## config.mk

```make
export PLATFORM = sky130hd
export DESIGN_NAME = vc_burst_arbiter
export DESIGN_NICKNAME = d
export VERILOG_FILES = /design/src/rtl/vc_burst_arbiter_pkg.sv /design/src/rtl/vc_burst_arbiter_pick.sv /design/src/rtl/vc_burst_arbiter.sv
export SDC_FILE = /design/constraint.sdc
export NUM_CORES = 1
export LEC_CHECK = 0
export CORE_UTILIZATION = 47
export DETAILED_ROUTE_END_ITERATION = 6
export GPL_TIMING_DRIVEN = 0
export PLACE_DENSITY = 0.9
export SLEW_MARGIN = 20
export SYNTH_ARGS = -nofsm -noshare
export SYNTH_HDL_FRONTEND = slang
export SYNTH_SLANG_ARGS = --single-unit
```

## constraint.sdc

```tcl
create_clock -name clk -period 8 [get_ports clk]
set_input_delay 1.2 -clock clk [delete_from_list [all_inputs] [get_ports clk]]
set_output_delay 1.2 -clock clk [all_outputs]
set_load 0.01 [all_outputs]
```

## src/rtl/vc_burst_arbiter_pkg.sv

```systemverilog
// Shared definitions for the virtual-channel burst arbiter.
// Holds FSM state encodings, default word geometry and the source slicing helper.
package vc_burst_arbiter_pkg;

    localparam int DEF_DATA_W   = 10;
    localparam int DEF_DEST_BIT = 9;

    // One-hot FSM encoding, matching the transaction-layer FSM style.
    localparam logic [1:0] ST_IDLE  = 2'b01;
    localparam logic [1:0] ST_GRANT = 2'b10;

    // Source idx occupies src_data[src_lsb(idx, w) +: w].
    function automatic int src_lsb(input int idx, input int w);
        return idx * w;
    endfunction

endpackage

```

## src/rtl/vc_burst_arbiter_pick.sv

```systemverilog
// rr_pick4: combinational round-robin picker over 4 requesters.
// Ports: elig/excl request and exclusion masks, last previous winner; pick id and found flag.
module rr_pick4
    import vc_burst_arbiter_pkg::*;
(
    input  logic [3:0] elig,
    input  logic [1:0] last,
    input  logic [3:0] excl,
    output logic [1:0] pick,
    output logic       found
);

    logic [3:0] cand;

    // Scan from the farthest offset down so the nearest candidate wins.
    always_comb begin
        cand  = elig & ~excl;
        pick  = 2'd0;
        found = 1'b0;
        for (int k = 4; k >= 1; k--) begin
            if (cand[last + 2'(k)]) begin
                pick  = last + 2'(k);
                found = 1'b1;
            end
        end
    end

endmodule

```

## src/rtl/vc_burst_arbiter.sv

```systemverilog
// Moves words from 4 FWFT source FIFOs to 2 destination FIFOs, round-robin with a burst limit.
// Ports: src_empty/src_data/src_pop source side, dst_almost_full/dst_push/dst_data sink side, status outputs.
module vc_burst_arbiter
    import vc_burst_arbiter_pkg::*;
#(
    parameter int DATA_W   = DEF_DATA_W,
    parameter int DEST_BIT = DEF_DEST_BIT,
    parameter int NUM_SRC  = 4,
    parameter int BURST    = 4
) (
    input  logic                        clk,
    input  logic                        reset,
    input  logic                        enable,
    input  logic [NUM_SRC-1:0]          src_empty,
    input  logic [NUM_SRC*DATA_W-1:0]   src_data,
    output logic [NUM_SRC-1:0]          src_pop,
    input  logic [1:0]                  dst_almost_full,
    output logic [1:0]                  dst_push,
    output logic [DATA_W-1:0]           dst_data,
    output logic [1:0]                  grant_id,
    output logic                        busy,
    output logic [7:0]                  xfer_count
);

    logic [1:0]         state_q, state_d;
    logic [1:0]         grant_id_q, grant_id_d;
    logic [1:0]         last_grant_q, last_grant_d;
    logic [3:0]         burst_cnt_q, burst_cnt_d;
    logic [1:0]         dst_push_q, dst_push_d;
    logic [DATA_W-1:0]  dst_data_q, dst_data_d;
    logic [7:0]         xfer_count_q, xfer_count_d;

    logic [NUM_SRC-1:0] elig;
    logic [NUM_SRC-1:0] own_mask;
    logic [NUM_SRC-1:0] excl;
    logic [1:0]         pick;
    logic               found;
    logic               in_grant;
    logic               keep;
    logic               pop_v;
    logic [1:0]         pop_id;
    logic [DATA_W-1:0]  pop_word;

    // A source is eligible only if its head word's destination can accept it.
    always_comb begin
        elig = '0;
        for (int i = 0; i < NUM_SRC; i++) begin
            elig[i] = enable && !src_empty[i]
                   && !dst_almost_full[src_data[src_lsb(i, DATA_W) + DEST_BIT]];
        end
    end

    assign in_grant = (state_q == ST_GRANT);
    assign own_mask = {{(NUM_SRC-1){1'b0}}, 1'b1} << grant_id_q;
    assign keep     = in_grant && elig[grant_id_q]
                   && (burst_cnt_q < 4'(BURST));

    // Owner is excluded on re-arbitration unless nobody else is eligible.
    always_comb begin
        excl = '0;
        if (in_grant && ((elig & ~own_mask) != '0)) begin
            excl = own_mask;
        end
    end

    rr_pick4 u_pick (
        .elig  (elig),
        .last  (last_grant_q),
        .excl  (excl),
        .pick  (pick),
        .found (found)
    );

    assign pop_v    = !reset && (keep || found);
    assign pop_id   = keep ? grant_id_q : pick;
    assign pop_word = src_data[src_lsb(int'(pop_id), DATA_W) +: DATA_W];

    // State register.
    always_ff @(posedge clk) begin
        if (reset) begin
            state_q      <= ST_IDLE;
            grant_id_q   <= 2'd0;
            last_grant_q <= 2'd3;
            burst_cnt_q  <= 4'd0;
            dst_push_q   <= 2'b00;
            dst_data_q   <= '0;
            xfer_count_q <= 8'd0;
        end else begin
            state_q      <= state_d;
            grant_id_q   <= grant_id_d;
            last_grant_q <= last_grant_d;
            burst_cnt_q  <= burst_cnt_d;
            dst_push_q   <= dst_push_d;
            dst_data_q   <= dst_data_d;
            xfer_count_q <= xfer_count_d;
        end
    end

    // Next-state logic.
    always_comb begin
        state_d      = state_q;
        grant_id_d   = grant_id_q;
        last_grant_d = last_grant_q;
        burst_cnt_d  = burst_cnt_q;
        if (keep) begin
            burst_cnt_d = burst_cnt_q + 4'd1;
        end else if (found) begin
            state_d      = ST_GRANT;
            grant_id_d   = pick;
            last_grant_d = pick;
            burst_cnt_d  = 4'd1;
        end else begin
            state_d = ST_IDLE;
        end
    end

    // Push pipeline: one register stage between pop and push.
    always_comb begin
        dst_push_d   = 2'b00;
        dst_data_d   = dst_data_q;
        xfer_count_d = xfer_count_q;
        if (pop_v) begin
            dst_push_d   = pop_word[DEST_BIT] ? 2'b10 : 2'b01;
            dst_data_d   = pop_word;
            xfer_count_d = xfer_count_q + 8'd1;
        end
    end

    // Outputs.
    always_comb begin
        src_pop = '0;
        if (pop_v) begin
            src_pop[pop_id] = 1'b1;
        end
    end

    assign dst_push   = dst_push_q;
    assign dst_data   = dst_data_q;
    assign grant_id   = grant_id_q;
    assign xfer_count = xfer_count_q;
    assign busy       = in_grant || (dst_push_q != 2'b00);

endmodule

```

==> impl_metrics.yaml <==
power_and_ir_drop:
  p_per_area_mw_per_mm2: 155.3
  vdd_drop_max_v: 0.00009435
  p_leak_nw: 1.037
clock_network:
  cts_setup_buffers: 0
  clockBufferDepth: 2
  clock_sinks: 30
  cts_max_level: 2
  cts_tree: "built"
  path_clk_slew_ns: 0.06
  cts_buffers: 5
  postCtsHoldBufs: 0
  clockRootBuffer: "clkbuf_8"
  postCtsResizedCells: 0
  clkLatencyLatePin_ns: 0.27
detailed_routing:
  dr.first_iter.drc_count: 127
  wl_per_cell_um: 15.17
  viasPerCell: 5.763
  drt-total-wl_um: 5126
  first_pass_iters: 4
  route.detailed.drc: 0
  vias: 1948
  ant_nets: 0
cells_and_area:
  layout.nets: 340
  layout_commonest_cell: "clkdlybuf4s50_1"
  n_antenna_cell: 0
  layoutNonFillerInstCount: 338
  drive_gt1_share_pct: 9.310
  area_delta_synth_final_pct: 47.39
  nFillCells: 259
  layout_common_cells: "clkdlybuf4s50_1 (74), dfxtp_1 (30), nor2_1 (22), and2_1 (14), nand2_1 (12)"
sta:
  hold_viol_final: 0
  rsz0062_at_grt: "no"
  timing.final.crit_share_pct: 73.75
  maxSlewHeadroom_pct: 61.93
  slew_violations: 0
  max_freq_mhz: 169.5
  fin_crit_ns: 5.900
  setup_viol: 0
  finClkSkew_ns: 0.004123
  fin_setup_tns_ns: 0
  worst_pin_slew_ns: 0.5566
logic_synthesis:
  synth_nets: 259
  synth-seq-cells: 30
  ys_seq_area_share_pct: 31.77
  yosys_warnings: 0
  syn_inst: 208
  synth-edff-count: 0
  netlist-cell-type-count: 57
  synth_ff_type: "dfxtp_1"
  avgSynthCellArea_um2: 9.089
  ys_async_sr_fraction_pct: 0
  mappedNetlistArea_mm2: 0.001891
grt:
  antenna_found_initial: 0
  grt_use_total_pct: 26.57
  grt_pass1_wl_um: 8652
  first_global_vias: 1924
  grt_max_degree: 11
  globalRouteOverflowTotal: 0
floorplan:
  initial_core_util_pct: 50.13
  core_area_mm2: 0.003771
  die_w_um: 65.42
  pin_count: 76
  die-area_mm2: 0.004280
  die_h_um: 65.42
  rows: 22
run:
  cap_violations: 0
worst_setup_path:
  timing_worst_setup_path_type: "input port to primary output"
  crit_fanout: 9
  worstPathRequired_ns: 6.80
  r2r_cells: 7
  worstPathArrival_ns: 4.70
  endpoint_kind: "primary output"
  reg2reg_slack_ns: 5.07
  crit_path_start_kind: "input port"
status:
  status: "finished, final reports clean"
hold_path:
  hold_depth: 1
  min_path_type: "flip-flop to flip-flop"
place:
  dp_hpwl_um: 4010
  place_inst: 330
  routabilityCongestion: 0.9180
  io_buffer_count: 74
worst paths after layout:
| kind | end | start |
|---|---|---|
| max | src_pop[1] | src_data[19] |
| max reg2reg | dst_data[9]$_SDFFE_PP0P_ | grant_id[0]$_SDFFE_PP0P_ |
| min | burst_cnt_q[0]$_SDFFE_PP0P_ | burst_cnt_q[0]$_SDFFE_PP0P_ |
| min reg2reg | burst_cnt_q[0]$_SDFFE_PP0P_ | burst_cnt_q[0]$_SDFFE_PP0P_ |
flip-flops by register name, summed over array words and instances, names as in the netlist:
signal and flops:
burst_cnt_q 4, dst_data 10, dst_push 2, grant_id 2, last_grant_q 2, state_q 2
xfer_count 8
worst max-delay path, cell delays in order:
cell,delay (ns)
clkdlybuf4s50_1,0.54
mux2i_1,0.33
a22oi_2,0.21
a2111oi_0,0.57
nor3_1,0.20
a31oi_4,0.37
and2_1,0.18
clkbuf_1,0.35
and2_1,0.20
clkdlybuf4s50_1,0.54
cell type report:
| type | instances | area, um2 | share of cell area [%] |
|---|---|---|---|
| Buffer | 7 | 28.78 | 1.033 |
| Clock buffer | 6 | 82.58 | 2.964 |
| Clock inverter | 2 | 12.51 | 0.4490 |
| Inverter | 6 | 22.52 | 0.8083 |
| Multi-Input combinational cell | 165 | 1239 | 44.45 |
| Sequential cell | 30 | 600.6 | 21.55 |
| Tap cell | 48 | 60.06 | 2.155 |
| Timing Repair Buffer | 74 | 740.7 | 26.58 |
metal layers:
layer | wire, um | GRT usage (%)
met4 | 97 | 11.14
met2 | 2524 | 45.62
met3 | 315 | 6.597
met1 | 2188 | 31.16
met5 | 0 | 0
logic make-up after synthesis:
| logic type | after synthesis | synth area share (%) |
|---|---|---|
| XOR/XNOR | 6 | 2.780 |
| flip-flops | 30 | 31.77 |
| AO/OA/AOI/OAI | 43 | 19.33 |
| AND/OR/NAND/NOR | 90 | 27.33 |
| buffers and inverters | 13 | 2.713 |
| adder cells (fa/ha/maj) | 2 | 1.323 |
| multiplexers | 24 | 14.76 |
per-stage QoR:
step | setup slack [ns] | hold WS [ns] | power, mW | util (%) | area (um2)
after detailed placement | 2.180 | 0.4667 | 0.3107 | 71.37 | 2691
after global placement | 2.202 | 0.4587 | 0.3081 | 71.37 | 2691
final | 2.100 | 0.4830 | 0.4326 | 73.89 | 2786
after CTS | 2.165 | 0.4807 | 0.4350 | 73.89 | 2786
after global routing | 1.950 | 0.4990 | 0.4548 | 73.89 | 2786
after floorplan | 3.724 | 0.4436 | 0.2457 | - | 1891
power by group:
| part | internal [mW] | switching, mW |
|---|---|---|
| Clock | 0.0689 | 0.0541 |
| Combinational | 0.0743 | 0.0610 |
| Sequential | 0.162 | 0.0122 |
| Total | 0.305 | 0.127 |
cells in the mapped netlist (2+ instances only):
library cell / count / area share [%]
dfxtp_1: 30 / 32
nor2_1: 22 / 4.4
and2_1: 14 / 4.6
nand2_1: 12 / 2.4
mux2_1: 11 / 6.6
nor3_1: 10 / 2.6
a221o_1: 7 / 3.7
inv_1: 6 / 1.2
mux2_2: 6 / 3.6
nand3_1: 6 / 1.6
a21oi_1: 5 / 1.3
clkbuf_1: 5 / 0.99
mux2i_1: 5 / 2.6
nand3b_1: 4 / 1.6
nand4_1: 4 / 1.3
nor2b_1: 4 / 1.3
o21ai_0: 4 / 1.1
xor2_1: 4 / 1.9
a211o_1: 3 / 1.4
a22oi_1: 3 / 1.2
a22o_1: 2 / 0.93
buf_2: 2 / 0.53
ha_1: 2 / 1.3
nand2b_1: 2 / 0.66
o21ai_1: 2 / 0.53
xnor2_1: 2 / 0.93
(Power assumes the default switching activity.)
